==> src/rtl/stream_demux_1ton_if.sv <==
// Handshake bundle between one producer, the 1-to-N demux and NUM_CH consumers.
// master = producer/consumer side, slave = demux side.
interface stream_demux_1ton_if #(
  parameter int DATA_W = 8,
  parameter int NUM_CH = 8,
  parameter int SEL_W  = 3
);
  logic                     in_valid;
  logic                     in_ready;
  logic [DATA_W-1:0]        in_data;
  logic [SEL_W-1:0]         in_sel;
  logic                     in_last;
  logic [NUM_CH-1:0]        out_valid;
  logic [NUM_CH-1:0]        out_ready;
  logic [NUM_CH*DATA_W-1:0] out_data;
  logic [NUM_CH-1:0]        out_last;
  logic                     err_sel;

  modport master (
    output in_valid, in_data, in_sel, in_last, out_ready,
    input  in_ready, out_valid, out_data, out_last, err_sel
  );

  modport slave (
    input  in_valid, in_data, in_sel, in_last, out_ready,
    output in_ready, out_valid, out_data, out_last, err_sel
  );
endinterface

==> src/rtl/stream_demux_1ton.sv <==
// Registered 1-to-N stream demux with packet locking and a one-entry register per channel.
// Optional per-channel drain counters (beat_cnt) are enabled by defining DEMUX_BEATCNT_EN.
module stream_demux_1ton #(
  parameter int DATA_W = 8,
  parameter int NUM_CH = 8,
  parameter int SEL_W  = 3
) (
  input  logic                 clk,
  input  logic                 rst,
  stream_demux_1ton_if.slave   bus
`ifdef DEMUX_BEATCNT_EN
  ,
  output logic [NUM_CH*16-1:0] beat_cnt
`endif
);

  typedef enum logic [1:0] {IDLE, LOCK, DROP} state_t;

  localparam logic [SEL_W:0] CH_LIMIT = (SEL_W+1)'(NUM_CH);

  function automatic logic sel_in_range(input logic [SEL_W-1:0] sel);
    return ({1'b0, sel} < CH_LIMIT);
  endfunction

  state_t             state, state_nxt;
  logic [SEL_W-1:0]   lock_ch, lock_nxt;
  logic [SEL_W-1:0]   tgt;
  logic               sel_ok;
  logic               tgt_free;
  logic               ready;
  logic               accept;
  logic               load;
  logic [NUM_CH-1:0]  load_vec;
  logic               err_nxt;

  logic [NUM_CH-1:0]  vld_p1;
  logic [DATA_W-1:0]  data_p1 [NUM_CH];
  logic [NUM_CH-1:0]  last_p1;
  logic               err_p1;

  always_comb begin
    tgt       = (state == LOCK) ? lock_ch : bus.in_sel;
    sel_ok    = sel_in_range(bus.in_sel);
    tgt_free  = 1'b0;
    for (int k = 0; k < NUM_CH; k++) begin
      if (tgt == SEL_W'(k)) tgt_free = !vld_p1[k] || bus.out_ready[k];
    end

    ready = 1'b1;
    unique case (state)
      IDLE:    ready = sel_ok ? tgt_free : 1'b1;
      LOCK:    ready = tgt_free;
      DROP:    ready = 1'b1;
      default: ready = 1'b1;
    endcase

    accept = bus.in_valid && ready;
    load   = accept && ((state == LOCK) || ((state == IDLE) && sel_ok));
    load_vec = '0;
    for (int k = 0; k < NUM_CH; k++) begin
      if (load && (tgt == SEL_W'(k))) load_vec[k] = 1'b1;
    end

    state_nxt = state;
    lock_nxt  = lock_ch;
    err_nxt   = 1'b0;
    unique case (state)
      IDLE: begin
        if (bus.in_valid) begin
          if (sel_ok) begin
            if (accept && !bus.in_last) begin
              state_nxt = LOCK;
              lock_nxt  = bus.in_sel;
            end
          end else begin
            // Bad head: swallow it and the rest of its packet, flag once.
            err_nxt = 1'b1;
            if (!bus.in_last) state_nxt = DROP;
          end
        end
      end
      LOCK: if (accept && bus.in_last) state_nxt = IDLE;
      DROP: if (bus.in_valid && bus.in_last) state_nxt = IDLE;
      default: state_nxt = IDLE;
    endcase
  end

  always_ff @(posedge clk) begin
    if (rst) begin
      state   <= IDLE;
      lock_ch <= '0;
      err_p1  <= 1'b0;
    end else begin
      state   <= state_nxt;
      lock_ch <= lock_nxt;
      err_p1  <= err_nxt;
    end
  end

  // Stage p1: per-channel output register, loaded on accept, cleared on drain.
  always_ff @(posedge clk) begin
    for (int k = 0; k < NUM_CH; k++) begin
      if (rst) begin
        vld_p1[k]  <= 1'b0;
        data_p1[k] <= '0;
        last_p1[k] <= 1'b0;
      end else if (load_vec[k]) begin
        vld_p1[k]  <= 1'b1;
        data_p1[k] <= bus.in_data;
        last_p1[k] <= bus.in_last;
      end else if (bus.out_ready[k]) begin
        vld_p1[k]  <= 1'b0;
      end
    end
  end

  always_comb begin
    bus.out_data = '0;
    for (int k = 0; k < NUM_CH; k++) bus.out_data[k*DATA_W +: DATA_W] = data_p1[k];
  end

  assign bus.in_ready  = ready;
  assign bus.out_valid = vld_p1;
  assign bus.out_last  = last_p1;
  assign bus.err_sel   = err_p1;

`ifdef DEMUX_BEATCNT_EN
  logic [15:0] cnt_p1 [NUM_CH];

  always_ff @(posedge clk) begin
    for (int k = 0; k < NUM_CH; k++) begin
      if (rst) begin
        cnt_p1[k] <= '0;
      end else if (vld_p1[k] && bus.out_ready[k]) begin
        cnt_p1[k] <= cnt_p1[k] + 16'd1;
      end
    end
  end

  always_comb begin
    beat_cnt = '0;
    for (int k = 0; k < NUM_CH; k++) beat_cnt[k*16 +: 16] = cnt_p1[k];
  end
`endif

endmodule

==> src/flat_wrapper.sv <==
// flat-port wrapper written by rule: the top's interface ports become plain ports
module stream_demux_1ton_flat 
#(
  parameter int DATA_W = 8,
  parameter int NUM_CH = 8,
  parameter int SEL_W  = 3
)
  (clk, rst, bus_in_valid, bus_in_data, bus_in_sel, bus_in_last, bus_out_ready, bus_in_ready, bus_out_valid, bus_out_data, bus_out_last, bus_err_sel);
  stream_demux_1ton_if #(.DATA_W(DATA_W), .NUM_CH(NUM_CH), .SEL_W(SEL_W)) bus_i ();
  input  logic clk;
  input  logic rst;
  input wire logic [$bits(bus_i.in_valid)-1:0] bus_in_valid;
  input wire logic [$bits(bus_i.in_data)-1:0] bus_in_data;
  input wire logic [$bits(bus_i.in_sel)-1:0] bus_in_sel;
  input wire logic [$bits(bus_i.in_last)-1:0] bus_in_last;
  input wire logic [$bits(bus_i.out_ready)-1:0] bus_out_ready;
  output wire logic [$bits(bus_i.in_ready)-1:0] bus_in_ready;
  output wire logic [$bits(bus_i.out_valid)-1:0] bus_out_valid;
  output wire logic [$bits(bus_i.out_data)-1:0] bus_out_data;
  output wire logic [$bits(bus_i.out_last)-1:0] bus_out_last;
  output wire logic [$bits(bus_i.err_sel)-1:0] bus_err_sel;
  assign bus_i.in_valid = bus_in_valid;
  assign bus_i.in_data = bus_in_data;
  assign bus_i.in_sel = bus_in_sel;
  assign bus_i.in_last = bus_in_last;
  assign bus_i.out_ready = bus_out_ready;
  assign bus_in_ready = bus_i.in_ready;
  assign bus_out_valid = bus_i.out_valid;
  assign bus_out_data = bus_i.out_data;
  assign bus_out_last = bus_i.out_last;
  assign bus_err_sel = bus_i.err_sel;
  stream_demux_1ton #(.DATA_W(DATA_W), .NUM_CH(NUM_CH), .SEL_W(SEL_W)) u_core (.clk(clk), .rst(rst), .bus(bus_i));
endmodule
==> config.mk <==
export PLATFORM = sky130hd
export DESIGN_NAME = stream_demux_1ton_flat
export DESIGN_NICKNAME = d
export VERILOG_FILES = /design/src/rtl/stream_demux_1ton_if.sv /design/src/rtl/stream_demux_1ton.sv /design/src/flat_wrapper.sv
export SDC_FILE = /design/constraint.sdc
export NUM_CORES = 1
export LEC_CHECK = 0
export ABC_AREA = 0
export BUFFER_PORTS_ARGS = -buffer_cell sky130_fd_sc_hd__clkbuf_2
export CAP_MARGIN = 20
export CORE_MARGIN = 5
export CORE_UTILIZATION = 47
export CTS_BUF_LIST = sky130_fd_sc_hd__clkbuf_2 sky130_fd_sc_hd__clkbuf_4 sky130_fd_sc_hd__clkbuf_8
export CTS_CLUSTER_SIZE = 12
export DETAILED_ROUTE_END_ITERATION = 8
export PLACE_DENSITY_LB_ADDON = 0.12
export SLEW_MARGIN = 20
export SYNTH_ARGS = -nofsm -noshare
export SYNTH_HDL_FRONTEND = slang
export SYNTH_SLANG_ARGS = --single-unit
==> constraint.sdc <==
create_clock -name clk -period 1.8 [get_ports clk]
set_input_delay 0.09 -clock clk [delete_from_list [all_inputs] [get_ports clk]]
set_output_delay 0.09 -clock clk [all_outputs]
set_load 0.05 [all_outputs]
==> flow_summary.toml, run 1 <==
[yosys]
yosys_warnings = 0
avgSynthCellArea_sq_um = 12.0
ys_seq_area_share_pct = 69.3
ys_ff_latch = 84
yosysUniqueCellTypes = 36
netlist_area_sq_um = 3350
syn_inst = 280
syn-num-nets = 303

[timing]
relSlewSlack_pct = 65.5
timing.hold.ws_ps = 21.8
min_period_ps = 1980
finClkSkew_ps = 12.0
rsz0062_at_grt = "yes"
tns_ps = -7330
setup_viol = 88
worstMarginPinSlew_ps = 517
slew_violations = 0
timing.fmax_ghz = 0.504
worst_slack_ps = -185
hold_viol_final = 0
fin_crit_sh_pct = 110

[cells_and_area]
final_cells = 514
final_layout_size_suffix_gt1_share_pct = 45.0
layout_common_cells = "102 x clkbuf_2, 76 x nor2_1, 64 x edfxtp_1, 27 x buf_4, 23 x nand2b_1"
nNetsFinal = 436
fin_util_pct = 67.6
antennaDiodeCount = 0
area_delta_synth_final_pct = 38.5
stdcell_area_sq_um = 4640
final_common_cell = "clkbuf_2"

[clock_tree]
cts_tree = "built"
cts_buffers = 9
cts_sinks = 84
clk_latency_ps = 350
cts-root-buf = "clkbuf_8"
cts_max_level = 3
clockBufferDepth = 2
clkSlewWorstSetupHoldPaths_ps = 90

[routing]
wl_per_cell_microns = 16.3
first_iter_violations = 116
ant_nets = 0
vias_per_cell = 4.91
first_pass_iters = 4
wl_mm = 8.40
via_count = 2526
drc = 0

[power]
p_leak_nw = 1.99
pwr-share-clk_pct = 31.3
swShare_pct = 30.5
combPwrFrac_pct = 19.2
irDropWorstVdd_uv = 420
powerDensity_nw_per_um2 = 962
switchingPower_mw = 1.36
intPower_mw = 3.11
sequentialPowerShare_pct = 49.5

[setup_path]
worst_ep_required_time_ps = 1710
startpoint_type = "flop"
end_kind = "output pin"
criticalPathCategory = "flop to output pin"
crit_fanout = 6
critPathArrivalTime_ps = 1890

[floorplan]
die_w_microns = 94.5
die_area_sq_um = 8920
initial_core_util_pct = 48.8
core_area_sq_um = 6870
num_rows = 30
io_pins = 105
die_h_microns = 94.5

[status]
violations = "negative setup slack"
outcome = "complete, but fails checks"

[flow_run]
max_cap_violations = 0

[place]
place_area_sq_um = 4200
numPortBuffers = 103
dp_cells = 490
dpl.hpwl_mm = 6.05
gp_congestion = 0.874

[global_routing]
grt_overflow = 0
grt_max_degree = 23
antenna_found_initial = 0
grt_pass1_wl_mm = 13.0
gr-usage-all-layers_pct = 19.7
grt_pass1_vias = 2482

[hold_path]
hp-class = "primary input to flop"
## power by group through the flow
stage | registers, mW | clock network, mW | logic (mW)
2_1_floorplan | 2.55 | 0 | 0.221
3_3_place_gp | 2.25 | 0 | 0.772
3_5_place_dp | 2.25 | 0 | 0.774
4_1_cts | 2.21 | 1.41 | 0.857
5_1_grt | 2.22 | 1.51 | 0.902
6_report | 2.21 | 1.40 | 0.858
## synthesized netlist by cell type, drive strengths merged
library cell / number / area (sq um)
nor2: 80 / 303
edfxtp: 64 / 1920
nand2b: 27 / 169
dfxtp: 20 / 400
a21oi: 14 / 73.8
buf: 14 / 71.3
nand2: 12 / 45.0
mux2i: 10 / 104
clkbuf: 7 / 26.3
nand3: 4 / 20.0
nand3b: 4 / 30.0
o21ai: 4 / 20.0
nand4: 2 / 12.5
nor2b: 2 / 12.5
nor3: 2 / 10.0
nor3b: 2 / 20.0
o2111ai: 2 / 23.8
a21boi: 1 / 7.51
a32oi: 1 / 16.3
and2: 1 / 6.26
and3b: 1 / 8.76
conb: 1 / 3.75
mux2: 1 / 15.0
o22a: 1 / 8.76
or2b: 1 / 7.51
or3: 1 / 6.26
or3b: 1 / 8.76
## per-layer routing
layer  GRT usage, %  up-vias  wire [microns]
met5              0        -               0
li1               -     1219               -
met3           5.66       13             611
met1           25.2     1197            3500
met4           6.01        0             155
met2           32.4       97            4130
## per-stage QoR
| stage | worst slack (ps) | power, mW |
|---|---|---|
| finish | -185 | 4.47 |
| CTS | -184 | 4.47 |
| detailed placement | -109 | 3.03 |
| floorplan | -3.02 | 2.77 |
| global route | -280 | 4.63 |
| global placement | -83.5 | 3.02 |
## cell families after synthesis
kind of cell | Yosys count | synth area share, %
compound gates | 23 | 4.48
other cells | 1 | 0.112
simple gates | 140 | 19.7
flops | 84 | 69.3
buf+inv | 21 | 2.91
mux | 11 | 3.55
## path summary, 6_finish.rpt
kind | startpoint | endpoint | slack (ps) | depth (start not counted)
worst max-delay path | u_core.state[0]$_SDFFE_PP0P_ | bus_in_ready | -180 | 7
worst min-delay path | bus_in_sel[0] | u_core.lock_ch[0]$_SDFFE_PP0P_ | 20 | 3
worst max register to register | u_core.state[0]$_SDFFE_PP0P_ | u_core.data_p1[0][31]$_SDFFCE_PN0P_ | -180 | 8
worst min register to register | u_core.bus.out_last[0]$_SDFFE_PP0P_ | u_core.bus.out_last[0]$_SDFFE_PP0P_ | 460 | 2
## sequential cells by signal, indices dropped and copies added, names as in the netlist
| signal | count |
|---|---|
| u_core.state | 1 |
| u_core.bus.out_last | 8 |
| u_core.bus.out_valid | 8 |
| u_core.data_p1 | 64 |
| u_core.lock_ch | 3 |
## timing repair
item	4_1_cts	5_1_grt
buffers inserted	6	0
pin swaps	8	2
hold buffers	1	0
gates cloned	1	0
gates resized for setup	36	6
setup endpoints to repair	86	123
endpoints found under the hold margin	1	0
## area by class of cell
type	instances	area, sq um
Clock buffer	9	124
Clock inverter	7	85.1
Fill cell	533	2230
Multi-Input combinational cell	175	1080
Sequential cell	84	2330
Tap cell	96	120
Timing Repair Buffer	143	905
## critical path: stages (launching register included)
cell     delay, ps
dfxtp_2        370
buf_4          160
mux2_4         330
o22a_1         210
buf_6          130
a21oi_4        140
a21oi_4         60
buf_12         140
No activity file was read; power rests on OpenSTA's default activity.
==> inputs of run 2 (changes only) <==
CELL_PAD_IN_SITES_DETAIL_PLACEMENT = 1   (was not set)
CELL_PAD_IN_SITES_GLOBAL_PLACEMENT = 1   (was not set)
CORE_UTILIZATION = 37   (was 47)
==> run 2 against run 1 <==
Non-clock buffer count unchanged. Die area grew 24%. Worst hold slack got worse by 2.8 ps. Highest routed layer unchanged. Sequential cell count unchanged. First-iteration DRC count is 15% lower. Routed wire length is 16% higher. Critical path depth is 1 higher. Global-route usage down 2.2 points. The flow still finishes with violations (negative setup slack). Combinational power up 3.5%. Critical endpoint is now u_core.data_p1[0][28]$_SDFFCE_PN0P_. Power shrank 2.2%. Maximum frequency is 1.2% lower.
==> flow_summary.toml, run 2 (synthesized netlist as in run 1, its figures left out) <==
[status]
outcome = "complete, but fails checks"
violations = "negative setup slack"

[timing]
rsz0062_at_grt = "yes"
timing.fmax_ghz = 0.498
min_period_ps = 2010
timing.hold.ws_ps = 19.0
worstMarginPinSlew_ps = 620
worst_slack_ps = -210
fin_crit_sh_pct = 112
slew_violations = 0
hold_viol_final = 0
setup_viol = 66
finClkSkew_ps = 9.98
relSlewSlack_pct = 58.7

[clock_tree]
cts_tree = "built"
postCtsHoldBufs = 0
clkSlewWorstSetupHoldPaths_ps = 90
cts-root-buf = "clkbuf_8"
cts_sinks = 84
clk_latency_ps = 360
clockBufferDepth = 2
cts_max_level = 3
cts_buffers = 9

[power]
powerDensity_nw_per_um2 = 935
report.power.total_mw = 4.37
p_leak_nw = 1.96
irDropWorstVdd_uv = 439

[routing]
drc = 0
wl_mm = 9.78
ant_nets = 0
first_pass_iters = 4
first_iter_violations = 99
via_count = 2574
vias_per_cell = 4.89
wl_per_cell_microns = 18.6

[setup_path]
crit_fanout = 10
critPathArrivalTime_ps = 2090
r2r-start = "u_core.state[0]$_SDFFE_PP0P_"
path_cells = "buf_12, nor3b_4, o21ai_2, a32oi_4, buf_6, nand3b_1, nand2b_1, buf_12"
r2r_setup_slack_ps = -210
worstRegToRegCells = 8
path_depth = 8
crit_buf_inv = 3
startpoint_type = "flop"
startpoint = "u_core.state[0]$_SDFFE_PP0P_"
cp_top_family = "simple AND/OR/NAND/NOR gates"
criticalPathCategory = "flop to flop"
timing.critical_path.mode_cell = "buf_12"
worst_ep_required_time_ps = 1880
critPathSlowestCell = "dfxtp_2"
crit_path_end = "u_core.data_p1[0][28]$_SDFFCE_PN0P_"
r2r_end = "u_core.data_p1[0][28]$_SDFFCE_PN0P_"
end_kind = "flop"
slowest_delay_ps = 360

[cells_and_area]
area_delta_synth_final_pct = 39.5
antennaDiodeCount = 0
stdcell_area_sq_um = 4670
final_common_cell = "clkbuf_2"
multi_input_area_sq_um = 1100
nNetsFinal = 436
n_fill_cell = 938
largest_register_ffs = 64
seq_area_sq_um = 2330
final_layout_size_suffix_gt1_share_pct = 47.6
layout_common_cells = "102 x clkbuf_2, 69 x nor2_1, 64 x edfxtp_1, 23 x nand2b_1, 21 x buf_4"
top_register = "u_core.data_p1"
fin_util_pct = 53.3

[floorplan]
num_rows = 34
die_w_microns = 105
io_pins = 105
die_h_microns = 105
die_area_sq_um = 11100
initial_core_util_pct = 38.2
core_area_sq_um = 8760

[global_routing]
grt_overflow = 0
grt_max_degree = 25
antenna_found_initial = 0
grt_busiest_layer = "met2"
grt_pass1_vias = 2708
gr-usage-all-layers_pct = 17.5
grt_pass1_wl_mm = 14.9
grtUsageMet3_pct = 3.33
grt_util_met1_pct = 20.9
grt_use_met2_pct = 30.9

[flow_run]
max_cap_violations = 0

[hold_path]
min_path_cells = 3
hp-class = "primary input to flop"

[place]
dpl.hpwl_mm = 6.93
gp_congestion = 0.792
numPortBuffers = 103
place_ws_ps = -183
place_area_sq_um = 4190
-- run 2: cell count changes in the layout (fill, tap and decap cells not counted), sizes merged --
cell,delta
dlygate4sd3,-1
bufinv,-1
buf,+1
inv,+1
clkinvlp,+3
clkinv,-3
-- run 2: per-layer routing --
metal / up-vias / wire [microns]
met5: - / 0
met4: 0 / 172
met3: 12 / 515
met2: 81 / 5080
met1: 1262 / 4010
li1: 1219 / -
-- run 2: worst min-delay path by stage --
stage,from,end,slack [ps]
CTS,bus_in_sel[0],u_core.lock_ch[0]$_SDFFE_PP0P_,7
finish,bus_in_sel[0],u_core.lock_ch[0]$_SDFFE_PP0P_,20
detailed placement,bus_in_sel[0],u_core.lock_ch[0]$_SDFFE_PP0P_,400
global route,bus_in_sel[0],u_core.lock_ch[0]$_SDFFE_PP0P_,60
global placement,bus_in_sel[0],u_core.lock_ch[0]$_SDFFE_PP0P_,380
floorplan,bus_in_sel[1],u_core.lock_ch[1]$_SDFFE_PP0P_,250
-- run 2: per-stage QoR --
stage                     std cells  setup TNS [ps]
after floorplan                 280           -24.2
after global placement          497           -4510
after detailed placement        497           -8360
after CTS                       521           -6710
after global routing            526          -18820
final                           526           -8640
-- run 2: tightest hold or removal path: cells and delay by family --
| kind | cells | cell delay [ps] |
|---|---|---|
| buffers and inverters | 1 | 110 |
| multiplexers | 1 | 60 |
| AND/OR/NAND/NOR | 1 | 70 |
-- run 2: repair_timing --
| action | in CTS | in global routing |
|---|---|---|
| endpoints found under the setup margin | 91 | 112 |
| gates resized for setup | 30 | 26 |
| pin swaps | 7 | 4 |
| setup buffers | 8 | 4 |
| cloned | 0 | 1 |
-- run 2: power breakdown --
| group | total [mW] | internal [mW] | switching (mW) |
|---|---|---|---|
| clock network | 1.27 | 0.520 | 0.750 |
| logic | 0.888 | 0.279 | 0.608 |
| registers | 2.21 | 2.17 | 0.0378 |
-- run 2: final cells by class --
| class | instances | share of cell area, % |
|---|---|---|
| Tap cell | 108 | 2.89 |
| Timing Repair Buffer | 143 | 19.9 |
| Multi-Input combinational cell | 175 | 23.5 |
| Clock buffer | 9 | 2.65 |
| Clock inverter | 7 | 1.26 |
| Sequential cell | 84 | 49.8 |
